===== config.mk =====
export PLATFORM = sky130hd
export DESIGN_NAME = sample_sequencer
export DESIGN_NICKNAME = d
export VERILOG_FILES = /design/src/rtl/sampler_pkg.sv /design/src/rtl/sample_fifo.sv /design/src/rtl/sample_sequencer.sv
export SDC_FILE = /design/constraint.sdc
export NUM_CORES = 1
export LEC_CHECK = 0
export CAP_MARGIN = 20
export CORE_AREA = 3 3 166 168
export CTS_CLUSTER_SIZE = 40
export DETAILED_ROUTE_END_ITERATION = 12
export DIE_AREA = 0 0 169 171
export HOLD_SLACK_MARGIN = 0.03
export PLACE_DENSITY = 0.49
export SETUP_SLACK_MARGIN = 0.4
export SLEW_MARGIN = 0
export SYNTH_ARGS = -nofsm -noshare
export SYNTH_HDL_FRONTEND = slang
export SYNTH_SLANG_ARGS = --single-unit

===== constraint.sdc =====
create_clock -name clk -period 3.5 [get_ports clk]
set_clock_uncertainty 0.05 [all_clocks]
set_input_delay 0.525 -clock clk [delete_from_list [all_inputs] [get_ports clk]]
set_output_delay 0.525 -clock clk [all_outputs]
set_load 0.05 [all_outputs]

===== src/rtl/sampler_pkg.sv =====
// Shared types and constants for the ADC sample sequencer.
package sampler_pkg;
  typedef enum logic [1:0] {IDLE, RUN, DRAIN} state_t;
  localparam int SAMPLE_W = 12;
  localparam int OVR_W    = 8;
endpackage


===== src/rtl/sample_fifo.sv =====
// Synchronous FIFO with registered head; head valid the cycle after the first push.
// Push while full is refused unless a pop frees a slot on the same edge.
module sample_fifo #(
  parameter int WIDTH = 12,
  parameter int DEPTH = 8
) (
  input  logic             clk,
  input  logic             rst_n,
  input  logic             push,
  input  logic [WIDTH-1:0] din,
  input  logic             pop,
  output logic [WIDTH-1:0] head,
  output logic             full,
  output logic             empty
);
  localparam int AW = $clog2(DEPTH);

  logic [WIDTH-1:0] mem [DEPTH];
  logic [AW:0]      wr_ptr;
  logic [AW:0]      rd_ptr;
  logic [AW:0]      count;
  logic             do_pop;
  logic             do_push;

  assign count   = wr_ptr - rd_ptr;
  assign empty   = (wr_ptr == rd_ptr);
  assign full    = (wr_ptr[AW] != rd_ptr[AW]) && (wr_ptr[AW-1:0] == rd_ptr[AW-1:0]);
  assign do_pop  = pop && !empty;
  assign do_push = push && (!full || do_pop);

  always_ff @(posedge clk) begin
    if (do_push) mem[wr_ptr[AW-1:0]] <= din;
  end

  always_ff @(posedge clk or negedge rst_n) begin
    if (!rst_n) begin
      wr_ptr <= '0;
      rd_ptr <= '0;
      head   <= '0;
    end else begin
      if (do_push) wr_ptr <= wr_ptr + (AW+1)'(1);
      if (do_pop)  rd_ptr <= rd_ptr + (AW+1)'(1);
      // The incoming word becomes head when it lands in an empty (or emptying) FIFO.
      if (do_push && (empty || (do_pop && count == (AW+1)'(1))))
        head <= din;
      else if (do_pop && count > (AW+1)'(1))
        head <= mem[rd_ptr[AW-1:0] + AW'(1)];
    end
  end
endmodule


===== src/rtl/sample_sequencer.sv =====
// Programmable sample strobe, ADC capture and buffered valid/ready delivery.
// Burst/continuous modes; samples arriving at a full, non-popping FIFO are dropped and counted.
module sample_sequencer
  import sampler_pkg::*;
#(
  parameter int SAMPLE_W = sampler_pkg::SAMPLE_W,
  parameter int DIV_W    = 16,
  parameter int BURST_W  = 16,
  parameter int DEPTH    = 8
) (
  input  logic                clk,
  input  logic                rst_n,
  input  logic                start,
  input  logic                stop,
  input  logic [DIV_W-1:0]    divisor,
  input  logic [BURST_W-1:0]  burst_len,
  input  logic [SAMPLE_W-1:0] adc_data,
  output logic                sample_tick,
  output logic [SAMPLE_W-1:0] out_data,
  output logic                out_valid,
  input  logic                out_ready,
  output logic                busy,
  output logic                done,
  output logic                overrun,
  output logic [OVR_W-1:0]    overrun_cnt
);
  state_t               state;
  state_t               state_nxt;
  logic [DIV_W-1:0]     div_q;
  logic [DIV_W-1:0]     div_clamp;
  logic [DIV_W-1:0]     cnt;
  logic [BURST_W-1:0]   burst_q;
  logic [BURST_W-1:0]   n_taken;
  logic                 push;
  logic                 pop;
  logic                 last_sample;
  logic                 fifo_full;
  logic                 fifo_empty;

  assign div_clamp   = (divisor < DIV_W'(2)) ? DIV_W'(2) : divisor;
  assign push        = (state == RUN) && (cnt == '0);
  assign pop         = out_valid && out_ready;
  assign out_valid   = !fifo_empty;
  assign busy        = (state != IDLE);
  assign last_sample = (burst_q != '0) && ((n_taken + BURST_W'(1)) == burst_q);

  sample_fifo #(
    .WIDTH (SAMPLE_W),
    .DEPTH (DEPTH)
  ) u_fifo (
    .clk   (clk),
    .rst_n (rst_n),
    .push  (push),
    .din   (adc_data),
    .pop   (pop),
    .head  (out_data),
    .full  (fifo_full),
    .empty (fifo_empty)
  );

  always_comb begin
    state_nxt = state;
    case (state)
      IDLE:    if (start) state_nxt = RUN;
      RUN:     if (stop || (push && last_sample)) state_nxt = DRAIN;
      DRAIN:   if (fifo_empty) state_nxt = IDLE;
      default: state_nxt = IDLE;
    endcase
  end

  always_ff @(posedge clk or negedge rst_n) begin
    if (!rst_n) begin
      state       <= IDLE;
      div_q       <= DIV_W'(2);
      cnt         <= '0;
      burst_q     <= '0;
      n_taken     <= '0;
      sample_tick <= 1'b0;
      done        <= 1'b0;
      overrun     <= 1'b0;
      overrun_cnt <= '0;
    end else begin
      state       <= state_nxt;
      sample_tick <= push;
      done        <= (state == DRAIN) && fifo_empty;
      if (state == IDLE && start) begin
        div_q       <= div_clamp;
        cnt         <= div_clamp - DIV_W'(1);
        burst_q     <= burst_len;
        n_taken     <= '0;
        overrun     <= 1'b0;
        overrun_cnt <= '0;
      end else if (state == RUN) begin
        if (cnt != '0) begin
          cnt <= cnt - DIV_W'(1);
        end else begin
          cnt     <= div_q - DIV_W'(1);
          n_taken <= n_taken + BURST_W'(1);
          // Dropped samples still count toward the burst length.
          if (fifo_full && !pop) begin
            overrun <= 1'b1;
            if (overrun_cnt != {OVR_W{1'b1}}) overrun_cnt <= overrun_cnt + OVR_W'(1);
          end
        end
      end
    end
  end
endmodule


Word-level counts from Yosys, hierarchy flattened
Memories as Yosys holds them, arrays and structs flattened. Index checks and enable logic that the tools add are counted.

Flip-flop bits (word level): 97. RAM bits: 96. Input port bits: 49. Output and inout bits: 25. Word-level logic and storage cells: 92. Memories kept: 1.

$add $sub $neg: 9. $lt $le $gt $ge: 2. Equal/unequal tests: 12. Multiplexer cells: 24. Reductions and logical operators: 32.

Memory list: u_fifo.mem (words 8, width 12, read ports 1, clocked after Yosys merged registers in 0, wr ports 1, RTL line sample_fifo.sv:18) `logic [WIDTH-1:0] mem [DEPTH];`.

Operator list (count): 16-bit two-way mux (7); 16-bit by 1-bit subtractor with 16-bit output, second input constant (3); 8-bit two-way mux (5); 16-bit nonzero test (2); 12-bit two-way mux (2); 16-bit by 1-bit adder with 16-bit output, second input constant (1); 16-bit == test (1); 16-bit zero test (1); 16-bit by 2-bit < comparator with 1-bit output, second input constant (1); 1-bit logical AND (13); 2-bit nonzero test (5); 4-bit by 1-bit adder with 4-bit output, second input constant (2); 8-bit by 1-bit adder with 8-bit output, second input constant (1); 2-bit inequality test, second input constant (4); 8-bit inequality test, second input constant (1); 1-bit two-way mux (6); 2-bit two-way mux (3); 2-bit case mux with 3 select lines (1); 3-bit AND reduction (2); 4-bit by 1-bit == test with 1-bit output, second input constant (1); 4-bit == test (1); 4-bit by 1-bit greater-than comparator with 1-bit output, second input constant (1); 4-bit AND reduction (1); 4-bit subtractor (1); 9 further kinds (13).

Logic depth before layout (Yosys ltp)
Gate-level depths: netlist (run 1).

Depth after elaboration: 9. Depth in mapped cells: 10. Gate-level depth less buffers: 9.

Cells and area by module
A second synthesis (run 1) with hierarchy kept.

Cell total of the unflattened synthesis: 870. Area total of the unflattened synthesis: 9395.3 µm².

Modules (own cells, without submodules): sample_fifo (instances 1, cells each 344, area each 4961.0 µm², seq. area each 3383.2 µm²); sample_sequencer (instances 1, cells each 526, area each 4434.3 µm², seq. area each 1928.1 µm²).

Least setup slack after synthesis (run 1)
OpenSTA, ideal clock, no wires.

Kind: reg2reg. From: register cnt[6]. To: memory u_fifo.mem[1][0], enable pin. Library setup time: 0.396 ns. Data arrival time: 2.609 ns. Data required time: 3.054 ns. Setup slack: 0.445 ns. Cell stages (with the launch flop): 8. Buffers on the path: 1. Clock period less this slack: 3.055 ns. Path through: dfrtp_1 > nor4_1 > and4_1 > buf_4 > nand2b_1 > nor2_1 > nand2_1 > nor3_1.

Word-level cells in the longest chain between the ends: 5.

RTL lines: start: declaration (RTL line sample_sequencer.sv:31) `logic [DIV_W-1:0] cnt;`; start signal: assignment (RTL line sample_sequencer.sv:88) `cnt <= div_clamp - DIV_W'(1);`; start signal: assignment (RTL line sample_sequencer.sv:95) `cnt <= cnt - DIV_W'(1);`; start signal: assignment (RTL line sample_sequencer.sv:97) `cnt <= div_q - DIV_W'(1);`; 16-bit zero test (RTL line sample_sequencer.sv:41) `assign push = (state == RUN) && (cnt == '0);`; 1-bit logical AND (RTL line sample_sequencer.sv:41); 1-bit logical AND (RTL line sample_fifo.sv:29) `assign do_push = push && (!full || do_pop);`; 1-bit two-way mux (RTL line sample_fifo.sv:32) `if (do_push) mem[wr_ptr[AW-1:0]] <= din;`; 1-bit two-way mux (not written as such) (RTL line sample_fifo.sv:32); end: declaration (RTL line sample_fifo.sv:18).

Every way passes these cells.

Final worst setup path (run 1)
From: register u_fifo.rd_ptr[1]. To: register u_fifo.head[5].

Word-level cells in the longest chain between the ends: 8. Elaborated cells between the ends (all ways): 21. Those cells by class: add/sub: 2; order compare: 1; eq/ne: 3; mux: 2; reduce/logical: 12; memory: 1.

RTL lines: start: declaration (RTL line sample_fifo.sv:20) `logic [AW:0] rd_ptr;`; start signal: assignment (RTL line sample_fifo.sv:42) `if (do_pop) rd_ptr <= rd_ptr + (AW+1)'(1);`; branches (longest 8 deep; another with 4-bit subtractor); end signal: assignment (RTL line sample_fifo.sv:45) `head <= din;`; end signal: assignment (RTL line sample_fifo.sv:47) `head <= mem[rd_ptr[AW-1:0] + AW'(1)];`; end: declaration (RTL line sample_fifo.sv:12) `output logic [WIDTH-1:0] head,`.

Parallel ways; which one is timed is not known. The select of a mux whose other input is x is not followed. A chain may end at the register's enable or synchronous reset.

==> results of run 1 <==
==> power groups by stage <==
stage | clock, uW | sequential, uW | combinational, uW
floorplan | 0 | 3330 | 2350
global placement | 0 | 3180 | 3440
detailed placement | 0 | 3190 | 3510
CTS | 2080 | 3140 | 3520
global route | 2170 | 3200 | 3810
finish | 2020 | 3140 | 3460
==> path summary, 6_finish.rpt <==
path	end	slack (ns)	depth (start not counted)
min in group clk	div_q[10]	0.44	2
worst min register to register	div_q[10]	0.44	2
max in group asynchronous	u_fifo.head[5]	2.50	2
worst max register to register	u_fifo.head[5]	0.54	9
worst min-delay path	burst_q[9]	0.06	1
worst max-delay path	u_fifo.head[5]	0.54	9
==> cell type report <==
cell class | count | area share, %
clock inverters | 15 | 1.796
well taps | 335 | 3.833
clock buffers | 17 | 3.890
flip-flops and latches | 193 | 48.57
repair buffers | 104 | 8.879
multi-input cells | 509 | 32.79
inverters | 7 | 0.2403
==> registers in the layout, indices dropped and copies added, names as in the netlist <==
name,cells
overrun_cnt,8
u_fifo.rd_ptr,4
div_q,16
done,1
overrun,1
state,2
cnt,16
u_fifo.wr_ptr,4
burst_q,16
n_taken,16
u_fifo.head,12
sample_tick,1
u_fifo.mem,96
==> metrics by stage <==
step	util (%)	hold slack, ns	cell area (sq um)	instances
after floorplan	-	0.1794	9074	746
after global placement	39.54	0.4124	10300	1148
after detailed placement	39.54	0.4164	10300	1148
after CTS	41.92	0.08291	10920	1180
after global routing	41.96	0.1040	10940	1180
final	41.96	0.06040	10940	1180
==> metal layers <==
metal | vias to the layer above | GRT usage [%] | part of all wire, % | routed length [um]
li1 | 2896 | - | - | -
met1 | 3058 | 20.46 | 46 | 10060
met2 | 124 | 26.26 | 49 | 10660
met3 | 17 | 3.119 | 3.8 | 827
met4 | 0 | 3.387 | 0.83 | 181
met5 | - | 0 | 0 | 0
==> critical path, delay by kind of cell (launching register included) <==
| kind | cells | cell delay, ns |
|---|---|---|
| mux | 1 | 0.38 |
| compound gates | 3 | 0.97 |
| flops | 1 | 0.46 |
| fa+ha+maj | 1 | 0.33 |
| buf+inv | 1 | 0.08 |
| simple gates | 3 | 0.57 |
==> timing repair <==
| action | 4_1_cts | 5_1_grt |
|---|---|---|
| endpoints found under the setup margin | 0 | 21 |
| resized for setup | 0 | 3 |
| hold buffers | 0 | 0 |
==> cell usage in the layout, fill, tap and decap left out, types with 3 or more instances in the layout <==
| master | n |
|---|---|
| xor2_1 | 24 |
| nor3_1 | 8 |
| mux2i_1 | 3 |
| and2_1 | 5 |
| nor3b_1 | 3 |
| ha_1 | 8 |
| mux4_2 | 24 |
| clkinv_8 | 4 |
| a31oi_1 | 3 |
| nand3b_1 | 5 |
| a211oi_1 | 3 |
| buf_4 | 32 |
| o31ai_1 | 7 |
| o211ai_1 | 5 |
| a21oi_1 | 18 |
| edfxtp_1 | 96 |
| a21o_1 | 3 |
| nand4_1 | 9 |
| nand3_1 | 14 |
| clkdlybuf4s50_1 | 71 |
| and3_1 | 3 |
| nand2_1 | 142 |
| o21ai_1 | 4 |
| inv_1 | 7 |
| o21ai_0 | 41 |
| and4_1 | 4 |
| xnor2_1 | 21 |
| nand2b_1 | 8 |
| nor4_1 | 14 |
| a211o_1 | 3 |
| dfrtp_1 | 96 |
| nor2_1 | 41 |
| inv_6 | 4 |
| clkbuf_16 | 17 |
| inv_12 | 4 |
| o21a_1 | 4 |
| mux2_2 | 41 |
==> kinds of logic after synthesis <==
logic type	after synthesis	share of synthesized area, %
and+or+nand+nor	274	14.37
DFF	193	58.54
AOI/OAI and AO/OA	113	7.929
muxes	68	11.38
xor gates and xnor gates	45	4.344
buffers and inverters	44	2.124
adders and majority gates	9	1.324
==> flow_summary.toml, run 1 <==
[clock_tree]
clkTransAtPathRegs_ns = 0.08
worstSkewPairLatency_ns = 0.44
cts_setup_buffers = 0
cts_tree = "yes"
cts_buffers = 17
cts.path.max_buffers = 2
clock_sinks = 193
htree_levels = 4
clockRootBuffer = "clkbuf_16"

[synth]
seq_area_frac_synth_pct = 58.54
syn_nets = 804
netlist_instances = 746
ys_types = 67
synth_warnings = 0
ys_ff_latch = 193
synth.avg_cell_area_sq_um = 12.16
synth_area_leaders = "edfxtp_1, dfrtp_1, mux4_2, nand2_1, mux2_2"
yosysMostFrequentCell = "nand2_1"
synthArstFlopShare_pct = 50.26
netlist_top_cells_count = "nand2_1, dfrtp_1, edfxtp_1"
yosysTopAreaCell = "edfxtp_1"
synth_ff_type = "edfxtp_1"
synth_edf_count = 96
syn_area_sq_mm = 0.009074
synth_top_area_share_pct = 31.77

[timing]
setup_ws_ns = 0.5405
period_needed_ns = 2.959
worst_pin_slew_ns = 0.7420
tns_ns = 0
setup_violations = 0
grt_setup_unrepaired = "false"
fin_crit_sh_pct = 84.56
max_freq_ghz = 0.3379
hold_violations = 0
slew_headroom_pct = 50.35
slew_violations = 0

[finish]
drive_gt1_share_pct = 17.16
fillers = 2418
multiInputGateArea_sq_mm = 0.003586
antennaDiodeCount = 0
final_nets = 890
seqCellArea_sq_mm = 0.005311
synthToLayoutAreaGrowth_pct = 20.52

[route]
wl_per_cell_um = 18.42
route.vias.total = 6095
vias_per_cell = 5.165
wl_um = 21730
dr.pass1.iters = 5
drc = 0
detail-route-antenna-nets = 0
drt_iter0_drc = 410

[setup_path]
startpoint_type = "register"
crit_start = "u_fifo.rd_ptr[1]"
worstPathCellList = "inv_1, ha_1, nor2b_1, o21a_1, or3_1, a21oi_1, nand3b_1, a211o_1, mux2_2"
crit_path_end_kind = "register"
crit_fanout = 12
cpMaxStageDelayCell = "a211o_1"
worst_ep_required_time_ns = 3.77
crit_type = "reg -> reg"
r2r-start = "u_fifo.rd_ptr[1]"
crit_path_max_incr_delay_ns = 0.58
cp.arrival_ns = 3.23

[die]
initial_core_util_pct = 34.82
dieHeight_um = 171
row_count = 59
die-area_sq_mm = 0.02890
die_x_um = 169
ios = 74
core_area_sq_mm = 0.02606

[global_routing]
grt_antenna_before_repair = 0
grt_overflow = 0
grt_max_degree = 52
grt_pass1_vias = 6140
grt_pass1_wl_um = 34640
grt_usage_pct = 15.38

[power_and_ir_drop]
max-vdd-ir-drop_mv = 0.4264
total_power_uw = 8619
share_seq_of_total_power_pct = 36.4
leakage_uw = 0.004197
sw_frac_of_total_pct = 37.32
internal_power_uw = 5402
comb_power_share_pct = 40.2
p_clk_share_pct = 23.4
p_per_area_mw_per_mm2 = 788.1
p_switching_uw = 3217

[place]
io_buffer_count = 73
hpwl_um = 14990
place_ws_ns = 0.06576
place_congestion = 0.9085

[outcome]
outcome = "finished clean"

[worst_hold_path]
hp-class = "in -> async"

[run]
maxCapViolations = 0
No activity file was read; power rests on OpenSTA's default activity.
==> run 2, diff against run 1 <==
Settings changed: PLACE_DENSITY 0.49 to 0.51.
Clock period 3.5 ns to 2.6 ns, I/O delays scaled along.
==> run 2 against run 1 <==
Non-clock buffer count rose by 131. Combinational power rose by 79%. First-iteration DRC count fell by 15%. Die area did not move. Global-route usage rose by 1.6 points. Largest power group unchanged. Highest routed layer unchanged.
==> flow_summary.toml, run 2 (same netlist as run 1, synthesis figures left out) <==
[outcome]
outcome = "finished clean"

[die]
die_x_um = 169
dieHeight_um = 171
row_count = 59
die-area_sq_mm = 0.02890
ios = 74
core_area_sq_mm = 0.02606
initial_core_util_pct = 34.82

[timing]
slew_violations = 0
worst_pin_slew_ns = 0.7472
tns_ns = 0
period_needed_ns = 2.481
max_freq_ghz = 0.4031
fin_crit_sh_pct = 95.42
grt_setup_unrepaired = "true"
slew_headroom_pct = 50.08
hold_violations = 0
setup_violations = 0

[setup_path]
crit_path_max_incr_delay_ns = 0.39
cpMostUsedCell = "mux2_2"
cpMaxStageDelayCell = "dfrtp_1"
crit_path_end_kind = "register"
worstPathCellList = "inv_2, ha_4, nor2b_4, o21a_1, or3_1, a21oi_2, buf_4, nor2_4, clkbuf_16, mux2_2, mux2_2"
worst_ep_required_time_ns = 2.86
cp.arrival_ns = 2.75
crit_type = "reg -> reg"
crit_fanout = 6
startpoint_type = "register"

[route]
drc = 0
route.vias.total = 6631
wl_um = 23960
dr.pass1.iters = 4
vias_per_cell = 5.054
wl_per_cell_um = 18.26
detail-route-antenna-nets = 0
drt_iter0_drc = 348

[finish]
layout_commonest_cell = "nand2_1"
largest_reg_flops = 96
fin_util_pct = 49.13
final_nets = 1023
drive_gt1_share_pct = 36.34
mostFrequentLayoutCells = "nand2_1, buf_4, edfxtp_1"
antennaDiodeCount = 0
synthToLayoutAreaGrowth_pct = 41.09

[clock_tree]
clockRootBuffer = "clkbuf_16"
clkTransAtPathRegs_ns = 0.08
clock_sinks = 193
worstSkewPairLatency_ns = 0.43
cts_buffers = 17
cts.path.max_buffers = 2
cts_tree = "yes"
htree_levels = 4

[global_routing]
grt_antenna_before_repair = 0
grt_pass1_wl_um = 38230
grt_overflow = 0
grt_pass1_vias = 7012
grt_usage_pct = 16.98
grt_max_degree = 52

[place]
place_congestion = 0.8427
io_buffer_count = 73
hpwl_um = 15500

[run]
maxCapViolations = 0

[power_and_ir_drop]
leakage_uw = 0.005065
p_per_area_mw_per_mm2 = 1012
max-vdd-ir-drop_mv = 0.5958

[worst_hold_path]
hp-class = "reg -> reg"
==> run 2: final timing paths <==
path / startpoint / slack [ns] / to / cells after the start
setup / recovery: u_fifo.rd_ptr[1] / 0.12 / u_fifo.head[3] / 11
hold / removal: div_q[15] / 0.43 / div_q[15] / 2
setup reg to reg: u_fifo.rd_ptr[1] / 0.12 / u_fifo.head[3] / 11
hold reg to reg: div_q[15] / 0.43 / div_q[15] / 2
max in group asynchronous: rst_n / 1.34 / overrun_cnt[0] / 3
min in group asynchronous: rst_n / 0.44 / u_fifo.head[6] / 2
==> run 2: area by class of cell <==
type | count | area [sq um]
clock buffer | 17 | 425.4
clock inverter | 14 | 127.6
fill | 2295 | 13260
inverter | 7 | 28.78
multi-input combinational | 511 | 4136
sequential | 193 | 5321
tap | 335 | 419.2
timing repair buffer | 235 | 2344
==> run 2: worst max-delay path: cells and delay by family, from the launching register on <==
| kind | cells | cell delay (ns) |
|---|---|---|
| compound gates | 2 | 0.34 |
| fa+ha+maj | 1 | 0.20 |
| buf+inv | 3 | 0.39 |
| flops | 1 | 0.39 |
| mux | 2 | 0.52 |
| simple gates | 3 | 0.50 |
==> run 2: routing by layer <==
layer | vias to the layer above | share of wire, % | global-route usage (%) | routed length (um)
met1 | 3313 | 46 | 22.33 | 10920
met4 | 0 | 1.1 | 4.728 | 270
met3 | 17 | 2.7 | 2.703 | 637
li1 | 3182 | - | - | -
met2 | 119 | 51 | 29.35 | 12130
met5 | - | 0 | 0 | 0
==> run 2: power by group <==
group / switching [uW] / internal (uW)
clock network: 1240 / 1260
logic: 2990 / 3190
registers: 529 / 3750
total: 4750 / 8200
==> run 2: stage by stage <==
stage | power (uW) | setup slack, ns | hold WS, ns | cell area [sq um] | instances
after floorplan | 7839 | 0.02618 | 0.04441 | 9305 | 746
after global placement | 9608 | -0.1539 | 0.3704 | 11230 | 1220
after detailed placement | 9724 | -0.2097 | 0.3797 | 11230 | 1220
after CTS | 12700 | 0.1174 | 0.4270 | 12390 | 1293
after global routing | 13760 | 0.01567 | 0.4459 | 12800 | 1312
final | 12950 | 0.1191 | 0.4310 | 12800 | 1312
==> run 2: timing repair <==
action / CTS / global route
hold endpoints to repair: 30 / 0
setup endpoints to repair: 143 / 132
gates cloned: 7 / 0
hold buffers: 1 / 0
pin swaps: 41 / 56
gates resized for setup: 63 / 65
setup buffers: 34 / 19
==> run 3, diff against run 2 <==
Settings changed: CORE_AREA 3 3 166 168 to 3 3 135 137, DIE_AREA 0 0 169 171 to 0 0 138 140, MAX_ROUTING_LAYER set to met4, PLACE_DENSITY 0.51 to 0.73, SLEW_MARGIN 0 to 20.
==> run 3 against run 2 <==
Flip-flop and latch count unchanged. Clock power up 10%. Wire length grew 2.8%. Final area down 0.11%. Register-to-register slack lost 0.08 ns. Sequential share of layout area is essentially flat. Maximum frequency down 3.0%. Count of clock-buffer cells in the layout unchanged. Global-route usage rose by 8.5 points. Final cell count is 9.5% lower. Sequential power hardly changed. First-iteration DRC count rose by 46%. Critical endpoint is now u_fifo.head[11].
==> flow_summary.toml, run 3 (same netlist as run 1, synthesis figures left out) <==
[die]
die_x_um = 138
die-area_sq_mm = 0.01932
core_area_sq_mm = 0.01718
initial_core_util_pct = 52.83
row_count = 48
ios = 74
dieHeight_um = 140

[setup_path]
cp_top_family = "multiplexers"
cpMaxStageDelayCell = "dfrtp_1"
worst_ep_required_time_ns = 2.87
worstPathBufferInverterCount = 3
cp.arrival_ns = 2.83
crit_path_end_kind = "register"
crit_fanout = 6
crit_path_max_incr_delay_ns = 0.38
worstPathCellList = "inv_2, ha_4, fa_2, xor2_1, nand2_1, a21oi_2, buf_4, nor2_4, clkbuf_16, mux2_2, mux2_4"
crit_type = "reg -> reg"
startpoint_type = "register"

[timing]
setup_violations = 0
period_needed_ns = 2.558
slew_violations = 0
worst_pin_slew_ns = 0.5966
grt_setup_unrepaired = "true"
slew_headroom_pct = 60.23
whs_ns = 0.4318
hold_violations = 0
fin_crit_sh_pct = 98.38
max_freq_ghz = 0.3910

[power_and_ir_drop]
p_per_area_mw_per_mm2 = 1054
total_power_uw = 13480
max-vdd-ir-drop_mv = 0.7209
leakage_uw = 0.005127

[global_routing]
grt_overflow = 0
grt_antenna_before_repair = 1
grt_max_degree = 43
grt_pass1_vias = 7006
grt_usage_pct = 25.47
grt_pass1_wl_um = 37940

[place]
numPlacedInstances = 1089
io_buffer_count = 73
place_congestion = 0.9437
hpwl_um = 14290
dpl_cell_area_sq_mm = 0.01091

[clock_tree]
worstSkewPairLatency_ns = 0.44
clock_sinks = 193
clockRootBuffer = "clkbuf_16"
cts_tree = "yes"
htree_levels = 4
cts_buffers = 17
clkTransAtPathRegs_ns = 0.08
cts.path.max_buffers = 2

[route]
dr.pass1.iters = 6
wl_per_cell_um = 20.72
wl_um = 24620
drt_iter0_drc = 507
vias_per_cell = 5.881
route.vias.total = 6987
drc = 0
detail-route-antenna-nets = 0

[run]
maxCapViolations = 0

[finish]
design_area_sq_mm = 0.01279
fillers = 1024
mostFrequentLayoutCells = "nand2_1, edfxtp_1, dfrtp_1, buf_4, clkdlybuf4s50_1"
drive_gt1_share_pct = 36.17
largest_reg_flops = 96
layout_commonest_cell = "nand2_1"
final_cells = 1188
synthToLayoutAreaGrowth_pct = 40.94
final_nets = 1007

[worst_hold_path]
hp-class = "in -> async"

[outcome]
outcome = "finished clean"
## run 3: metal layers
metal  GRT usage (%)  vias up  share of wire, %
met2           41.65      265                50
met1           32.62     3524                42
met3           4.541       52               5.5
met4           8.528        0               2.6
met5               -        -                 0
li1                -     3146                 -
## run 3: cell type report
type	count	area (sq um)	area share, %
clock buffer	17	425.4	3.326
sequential	193	5321	41.61
tap	225	281.5	2.201
antenna	1	2.502	0.01957
inverter	7	28.78	0.2250
multi-input combinational	511	4224	33.03
clock inverter	15	202.7	1.585
timing repair buffer	219	2302	18.00
## run 3: where the power goes
group / switching (uW) / internal (uW)
Clock: 1330 / 1410
Sequential: 554 / 3750
Combinational: 3180 / 3250
## run 3: through the flow
stage               util (%)  setup TNS, ns  setup slack (ns)
finish                 74.45              0           0.04217
global route           74.45       -0.02505         -0.009708
CTS                    71.53              0            0.1048
detailed placement     63.50         -2.198           -0.2302
global placement       63.50        -0.9325           -0.1594
floorplan                  -              0           0.02618
## run 3: worst reg2reg max path: stages (launching register included)
cell,delay [ns]
dfrtp_1,0.38
inv_2,0.07
ha_4,0.17
fa_2,0.34
xor2_1,0.18
nand2_1,0.08
a21oi_2,0.05
buf_4,0.14
nor2_4,0.19
clkbuf_16,0.20
mux2_2,0.33
mux2_4,0.27
## run 3: path summary, 6_finish.rpt
kind,from,end,slack (ns),cells past startpoint
min in group clk,burst_len[12],burst_q[12],0.43,3
max in group asynchronous,rst_n,div_q[1],1.29,3
setup reg to reg,u_fifo.wr_ptr[0],u_fifo.head[11],0.04,11
setup / recovery,u_fifo.wr_ptr[0],u_fifo.head[11],0.04,11
hold / removal,rst_n,u_fifo.head[7],0.43,2
hold reg to reg,div_q[13],div_q[13],0.43,2
## run 3: what timing repair did
item	in CTS	in global routing
gates resized for setup	77	86
hold endpoints to repair	36	0
endpoints found under the setup margin	140	138
buffers inserted	35	22
hold buffers	1	0
gates cloned	8	0
pin swaps	36	53
